File: src/rtl/bound_flasher_pkg.sv
// Shared types and constants for the Bound Flasher: state encoding,
// LED bar size and the direction helpers used by the LED/count register.
package bound_flasher_pkg;

  localparam int N_LED = 16;
  localparam int CNT_W = $clog2(N_LED + 1);

  typedef enum logic [2:0] {
    ST_INITIAL = 3'd0,
    ST_0_TO_15 = 3'd1,
    ST_15_TO_5 = 3'd2,
    ST_5_TO_10 = 3'd3,
    ST_10_TO_0 = 3'd4,
    ST_0_TO_5  = 3'd5,
    ST_5_TO_0  = 3'd6
  } state_t;

  function automatic logic is_up(state_t st);
    case (st)
      ST_0_TO_15, ST_5_TO_10, ST_0_TO_5: return 1'b1;
      default:                           return 1'b0;
    endcase
  endfunction

  function automatic logic is_down(state_t st);
    case (st)
      ST_15_TO_5, ST_10_TO_0, ST_5_TO_0: return 1'b1;
      default:                           return 1'b0;
    endcase
  endfunction

endpackage

File: src/rtl/flk_synchronizer.sv
// Multi-flop level synchroniser for the asynchronous flick button.
// Output is the last flop of a SYNC_FF-deep chain; no edge detection.
module flk_synchronizer #(
  parameter int SYNC_FF = 2
) (
  input  logic clk,
  input  logic rst,
  input  logic async_in,
  output logic sync_out
);

  logic [SYNC_FF-1:0] sync_q;
  logic [SYNC_FF-1:0] sync_d;

  always_comb begin
    sync_d = {sync_q[SYNC_FF-2:0], async_in};
  end

  always_ff @(posedge clk) begin
    if (rst) begin
      sync_q <= '0;
    end else begin
      sync_q <= sync_d;
    end
  end

  assign sync_out = sync_q[SYNC_FF-1];

endmodule

File: src/rtl/state_led_register.sv
// Bound Flasher state register plus LED thermometer bar and lit-LED count.
// LED/count move one step per edge in the direction of the state held before that edge.
module state_led_register
  import bound_flasher_pkg::*;
#(
  parameter int SYNC_FF = 2
) (
  input  logic             div_clk,
  input  logic             rst,
  input  logic             flk_in,
  input  logic [2:0]       nxt_st,
  output logic             flk_sync,
  output logic [2:0]       cur_st,
  output logic [CNT_W-1:0] count,
  output logic [N_LED-1:0] led,
  output logic             busy
);

  state_t             cur_st_q, cur_st_d;
  logic [CNT_W-1:0]   count_q, count_d;
  logic [N_LED-1:0]   led_q, led_d;

  flk_synchronizer #(.SYNC_FF(SYNC_FF)) u_flk_sync (
    .clk      (div_clk),
    .rst      (rst),
    .async_in (flk_in),
    .sync_out (flk_sync)
  );

  always_comb begin
    cur_st_d = ST_INITIAL;
    count_d  = count_q;
    led_d    = led_q;

    // The unused encoding 7 falls back to idle instead of propagating.
    if (nxt_st == 3'd7) begin
      cur_st_d = ST_INITIAL;
    end else begin
      cur_st_d = state_t'(nxt_st);
    end

    if (cur_st_q == ST_INITIAL) begin
      count_d = count_q;
      led_d   = led_q;
    end else if (is_up(cur_st_q)) begin
      led_d   = {led_q[N_LED-2:0], 1'b1};
      count_d = (count_q == CNT_W'(N_LED)) ? count_q : count_q + CNT_W'(1);
    end else if (is_down(cur_st_q)) begin
      led_d   = {1'b0, led_q[N_LED-1:1]};
      count_d = (count_q == CNT_W'(0)) ? count_q : count_q - CNT_W'(1);
    end else begin
      led_d   = '0;
      count_d = '0;
    end
  end

  always_ff @(posedge div_clk) begin
    if (rst) begin
      cur_st_q <= ST_INITIAL;
      count_q  <= '0;
      led_q    <= '0;
    end else begin
      cur_st_q <= cur_st_d;
      count_q  <= count_d;
      led_q    <= led_d;
    end
  end

  assign cur_st = cur_st_q;
  assign count  = count_q;
  assign led    = led_q;
  assign busy   = (cur_st_q != ST_INITIAL);

endmodule
File: config.mk
export PLATFORM = sky130hd
export DESIGN_NAME = state_led_register
export DESIGN_NICKNAME = d
export VERILOG_FILES = /design/src/rtl/bound_flasher_pkg.sv /design/src/rtl/flk_synchronizer.sv /design/src/rtl/state_led_register.sv
export SDC_FILE = /design/constraint.sdc
export NUM_CORES = 1
export LEC_CHECK = 0
export CAP_MARGIN = 15
export CORE_MARGIN = 3
export CORE_UTILIZATION = 44
export DETAILED_ROUTE_END_ITERATION = 6
export PLACE_DENSITY_LB_ADDON = 0.1
export SLEW_MARGIN = 20
export SYNTH_ARGS = -nofsm -noshare
export SYNTH_HDL_FRONTEND = slang
export SYNTH_SLANG_ARGS = --single-unit
export TNS_END_PERCENT = 10
File: constraint.sdc
create_clock -name div_clk -period 1.65 [get_ports div_clk]
set_input_delay 0.33 -clock div_clk [delete_from_list [all_inputs] [get_ports div_clk]]
set_output_delay 0.33 -clock div_clk [all_outputs]
set_load 0.01 [all_outputs]
## Yosys cells after proc, flatten, opt, wreduce, memory -nomap -nowiden

Index checks and enable logic that the tools add are counted.

| cells by class | value |
|---|---|
| add/subtract/negate cells | 2 |
| $mul | 0 |
| divide/modulo/power cells | 0 |
| $lt $le $gt $ge | 0 |
| eq/ne operators | 10 |
| shift-type cells | 0 |
| mux-type cells | 11 |
| bitwise operators | 1 |
| reductions and logical operators | 7 |

Operator list:

| operator | number |
|---|---|
| 2-to-1 mux 5 bit | 4 |
| 2-to-1 mux 16 bit | 1 |
| 2-to-1 mux 15 bit | 1 |
| equality test 3 bit (second input constant) | 4 |
| equality test 3 x 2 -> 1 bit (second input constant) | 2 |
| OR reduction 3 bit | 2 |
| adder 5 x 1 -> 5 bit (second input constant) | 1 |
| equality test 5 bit (second input constant) | 1 |
| zero test 5 bit | 1 |
| 2-to-1 mux 1 bit | 5 |
| subtractor 5 x 1 -> 5 bit (second input constant) | 1 |
| equality test 3 x 1 -> 1 bit (second input constant) | 1 |
| zero test 3 bit | 1 |
| != test 3 bit (second input constant) | 1 |
| AND reduction 3 bit | 1 |
| nonzero test 3 bit | 1 |
| != test 2 bit (second input constant) | 1 |
| OR reduction 2 bit | 1 |
| inverter 1 bit | 1 |

| storage, ports and cells | value |
|---|---|
| register bits | 26 |
| latch bits | 0 |
| bits in writable memories | 0 |
| memory bits (read-only) | 0 |
| input port bits | 6 |
| output and inout port bits | 26 |
| word-level logic and storage cells | 35 |
| memories | 0 |

## Logic depth before layout (Yosys ltp)

Gate-level depths: netlist of the first run.

| logic depth | value |
|---|---|
| depth after elaboration | 8 |
| depth in mapped cells | 6 |

## By module

A second synthesis of the first run with hierarchy kept.

| second synthesis, totals | value |
|---|---|
| cells, all modules | 170 |
| area, all modules | 1378.8 µm² |

Modules (own cells, without submodules):

| module | times used | cells each | area each (µm²) |
|---|---|---|---|
| state_led_register | 1 | 166 | 1326.3 |
| flk_synchronizer | 1 | 4 | 52.6 |

## Worst setup path before layout of the first run

No wires, ideal clock.

| timing | value |
|---|---|
| kind | reg2reg |
| start | reg count_q[0] (netlist: count[0]) |
| end | reg count_q[0] (netlist: count[0]) |
| setup time | 123 ps |
| arrival | 1524 ps |
| data required time | 1527 ps |
| path slack | 3 ps |
| cell stages (with the launch flop) | 6 |
| cells stage by stage | dfxtp_1 > inv_1 > ha_1 > or3b_1 > o22ai_2 > mux2_1 |

| between the ends | value |
|---|---|
| word-level cells in the longest chain between the ends | 4 |
| elaborated cells between the ends (all ways) | 11 |
| classes of those cells | 2 x add/sub; 3 x eq/ne; 4 x mux; 2 x reduce/logical |

Ends and longest elaborated chain:

| item | RTL line | text |
|---|---|---|
| from (decl) | state_led_register.sv:20 | `logic [CNT_W-1:0] count_q, count_d;` |
| from (signal assigned) | state_led_register.sv:64 | `count_q <= count_d;` |
| subtractor 5 x 1 -> 5 bit | state_led_register.sv:50 | `count_d = (count_q == CNT_W'(0)) ? count_q : count_q - CNT_W'(1);` |
| 2-to-1 mux 5 bit | state_led_register.sv:50 |  |
| 2-to-1 mux 5 bit | state_led_register.sv:48 | `end else if (is_down(cur_st_q)) begin` |
| 2-to-1 mux 5 bit | state_led_register.sv:45 | `end else if (is_up(cur_st_q)) begin` |

Parallel ways exist; a longest one is shown, timed or not. The select of a mux whose other input is x is not followed.
A chain may end at the register's enable or synchronous reset.

## Worst setup path in the final report of the first run

| timing | value |
|---|---|
| start | reg count_q[1] (netlist: count[1]) |
| end | reg count_q[0] (netlist: count[0]) |

| between the ends | value |
|---|---|
| word-level cells in the longest chain between the ends | 3 |
| elaborated cells between the ends (all ways) | 5 |
| classes of those cells | 3 x eq/ne; 2 x reduce/logical |

Ends and longest elaborated chain:

| item | RTL line |
|---|---|
| equality test 5 bit or zero test 5 bit (tied branches) | state_led_register.sv:47, state_led_register.sv:50 |
| != test 2 bit (no line) or != test 3 bit (tied branches) | - |
| AND reduction 3 bit (no line) (*) | - |

Every way passes the cells marked *; elsewhere a longest branch is shown, timed or not.

==> implementation parameters, run 1 <==
Parameter                              Value

Cells and area
  Area occupied by registers    about 550 um2
  Number of antenna cells inserted    0
  Footprint of the multi-input gates    746 um2
  Fraction of layout instances using a drive strength above 1    between 20% and 30%
  Number of non-filler instances in the completed layout    247
  FILL cells    280
  Layout Nets    214
  Layout overhead on the synthesized area    32.7%
  Final Util    between 60% and 70%

Placement
  Gpl congestion    0.854
  Detailed placer's ending HPWL    2360 um
  Post-placement cell count    243
  Setup slack after placement    about 0.018 ns
  Buffers on Ports    31

STA
  Highest attainable clock frequency    roughly 620 MHz
  Final critical path time including I/O delays and setup    1.62 ns
  Headroom to the max-slew limit    ~63%
  Summed negative setup slack over all endpoints    0 ns
  Total count of max-transition violations in the final report    0
  Final worst hold slack    0.467 ns
  Setup repair after global routing missed its margin    yes
  Hold violation count in the final report    0
  Final clock skew    0.00639 ns
  Fin worst setup slack    0.0343 ns
  Number of setup violations in the final report    0
  Actual slew at the worst max-slew pin    0.537 ns
  Period utilization    a little over nine tenths

Detailed routing
  Via count    1288
  First-pass iteration count of the detailed router    4
  Drt drc    0
  Via density per instance    5.21
  Routed wire length    3270 um
  Initial drt markers    66
  Wirelength per Cell    13.2 um
  Number of nets with antenna violations after detailed routing    0

Setup path
  Crit path required time    1.87 ns
  CP startpoint kind    register
  Type of destination of the critical path    register
  Worst-path fanout max    3
  Kind of critical path    reg -> reg
  Slowest cell on crit path    sky130_fd_sc_hd__or3b_4
  Ordered cell list for the critical path    inv_1 > ha_1 > or3b_4 > o22ai_2 > mux2_1
  Gate family responsible for the most delay along the worst path    simple AND/OR/NAND/NOR gates
  Register-to-register setup slack    0.03 ns
  Slowest stage delay, CP    0.40 ns
  Number of buffer and inverter stages on the critical path    1
  Data arrival, critical path    between 1.5 and 2 ns

Synth
  Share of synthesized cell area in full adder, half adder and majority cells    1.81%
  Dominant combinational cell family by area after synthesis    compound AO/OA/AOI/OAI gates
  EDFF count, synth    0
  Share of the synthesized area in the top cell type    37.7%
  Synth unique cells    38
  Number of synthesized register bits    26
  Dominant cell by count in the synthesized netlist    sky130_fd_sc_hd__nand2_1
  Proportion of synthesized flip-flops having asynchronous set or reset    0%
  Proportion of synthesized area in mux cells    1.63%
  Synth Area in Compound Gates    25.4%
  Sequential area share after synthesis    between 30% and 40%
  Total number of yosys warnings    0
  Most area-hungry cell type in the Yosys netlist    sky130_fd_sc_hd__dfxtp_1
  Commonest cells post-synth    sky130_fd_sc_hd__nand2_1, sky130_fd_sc_hd__dfxtp_1, sky130_fd_sc_hd__a21oi_1, sky130_fd_sc_hd__nand3_1, sky130_fd_sc_hd__a21o_1
  Main area contributors after synthesis    sky130_fd_sc_hd__dfxtp_1, sky130_fd_sc_hd__nand2_1, sky130_fd_sc_hd__a21o_1
  Post-synthesis instance area    1380 um2
  Mapped Cells    170
  Post-Synth Simple-Gate Area    24.2%
  Per-instance average area after synthesis    8.11 um2
  Xor and xnor fraction of the mapped netlist area    0%
  Predominant post-synthesis flop cell    sky130_fd_sc_hd__dfxtp_1
  Synthesized net count    roughly 180

Power
  Pwr dens    660 nW/um2
  Leakage component of the power    0.706 nW
  Maximum resistive drop on vdd    357 uV

Global route
  Congestion Overflow GR    0
  Global Route Usage Sum    18.7%
  Maximum number of pins on one net before global-route repair    31
  First-pass GRT wire length    5430 um
  Number of global-route vias before repair    1168
  Antenna violations before repair    0

Floorplan
  Width of the die    just over 60 um
  Number of top-level pins    32
  FP Rows    19
  Die Outline Area    3840 um2
  Initial standard-cell utilization of the core    47.9%
  Area of the core region    roughly 2900 um2
  Height of the chip    between 60 and 70 um

CTS
  Sink Count    26
  Root Buffer Master    sky130_fd_sc_hd__clkbuf_4
  Number of buffers on the longest clock path    2
  Clock tree from TritonCTS    done
  Clock latency on the worst-skew pair    0.33 ns
  CTS clock-pin slew for the worst setup and hold paths    0.14 ns
  H-tree depth reported by CTS    1
  Cts bufs inserted    3

Worst hold path
  Type of the worst min-delay path    reg -> reg

Job
  Max-cap viol count    0

Outcome
  Result of the run    completed
## layout make-up
type	count	area share [%]
clock buffer	4	1.98
inverter	8	1.64
multi-input combinational	122	40.8
sequential	26	30.2
tap	42	2.87
timing repair buffer	45	22.5
## power breakdown
| part | leakage, nW | internal (mW) | switching, mW |
|---|---|---|---|
| Clock | 0.0210 | 0.135 | 0.195 |
| Sequential | 0.221 | 0.639 | 0.0142 |
| Combinational | 0.464 | 0.102 | 0.121 |
## stage by stage
| step | power [mW] | instance area [um2] |
|---|---|---|
| after detailed placement | 0.890 | 1750 |
| after global placement | 0.885 | 1750 |
| after global routing | 1.26 | 1830 |
| final | 1.21 | 1830 |
| after CTS | 1.21 | 1790 |
| after floorplan | 0.804 | 1380 |
## registers in the layout (all words and copies together), names as in the netlist
name	count
led	16
count	5
cur_st	3
u_flk_sync.sync_q	2
## layer usage
layer / track usage (%) / wire (um) / up-vias
met2: 27.8 / 1500 / 26
met3: 4.13 / 100 / 4
met1: 27.1 / 1640 / 590
met5: 0 / 0 / -
li1: - / - / 668
met4: 4.85 / 27 / 0
## timing repair
item | CTS | global route
hold buffers | 0 | 0
pin swaps | 1 | 0
setup buffers | 0 | 0
gates resized for setup | 9 | 25
setup endpoints to repair | 8 | 24
## path summary, 6_finish.rpt
kind | start | cells after the start | endpoint
hold reg to reg | u_flk_sync.sync_q[0] | 1 | u_flk_sync.sync_q[1]
hold / removal | u_flk_sync.sync_q[0] | 1 | u_flk_sync.sync_q[1]
setup / recovery | count[1] | 5 | count[0]
setup reg to reg | count[1] | 5 | count[0]
## logic make-up after synthesis
logic type / after synthesis
AOI/OAI and AO/OA: 48
adders and majority gates: 2
muxes: 2
DFF: 26
and+or+nand+nor: 70
buffers and inverters: 22
## worst register-to-register path, stage by stage (launching register included)
cell	delay, ns
sky130_fd_sc_hd__dfxtp_1	0.34
sky130_fd_sc_hd__inv_1	0.07
sky130_fd_sc_hd__ha_1	0.18
sky130_fd_sc_hd__or3b_4	0.40
sky130_fd_sc_hd__o22ai_2	0.17
sky130_fd_sc_hd__mux2_1	0.35
## placed cells by master (no fill, tap or decap), types with 2 or more instances in the layout
cell	count
sky130_fd_sc_hd__nand2_1	33
sky130_fd_sc_hd__clkdlybuf4s50_1	25
sky130_fd_sc_hd__a21oi_1	17
sky130_fd_sc_hd__nand3_1	16
sky130_fd_sc_hd__a21o_1	14
sky130_fd_sc_hd__dfxtp_2	14
sky130_fd_sc_hd__buf_4	14
sky130_fd_sc_hd__dfxtp_1	8
sky130_fd_sc_hd__inv_1	7
sky130_fd_sc_hd__a211oi_1	5
sky130_fd_sc_hd__nor2_1	4
sky130_fd_sc_hd__dfxtp_4	4
sky130_fd_sc_hd__and2_1	3
sky130_fd_sc_hd__clkbuf_4	3
sky130_fd_sc_hd__dlygate4sd2_1	3
sky130_fd_sc_hd__nor2_4	2
sky130_fd_sc_hd__nor2b_1	2
sky130_fd_sc_hd__nor3_1	2
sky130_fd_sc_hd__or3_1	2
sky130_fd_sc_hd__nor4_1	2
sky130_fd_sc_hd__mux2_1	2
sky130_fd_sc_hd__ha_1	2
sky130_fd_sc_hd__dlymetal6s2s_1	2
Power figures use the tool's default switching activity.
==> run 2: changes to the inputs <==
SLEW_MARGIN = 0   (was 20)
==> results of run 2 <==
Final layout, timing and power as in run 1 (identical DEF).
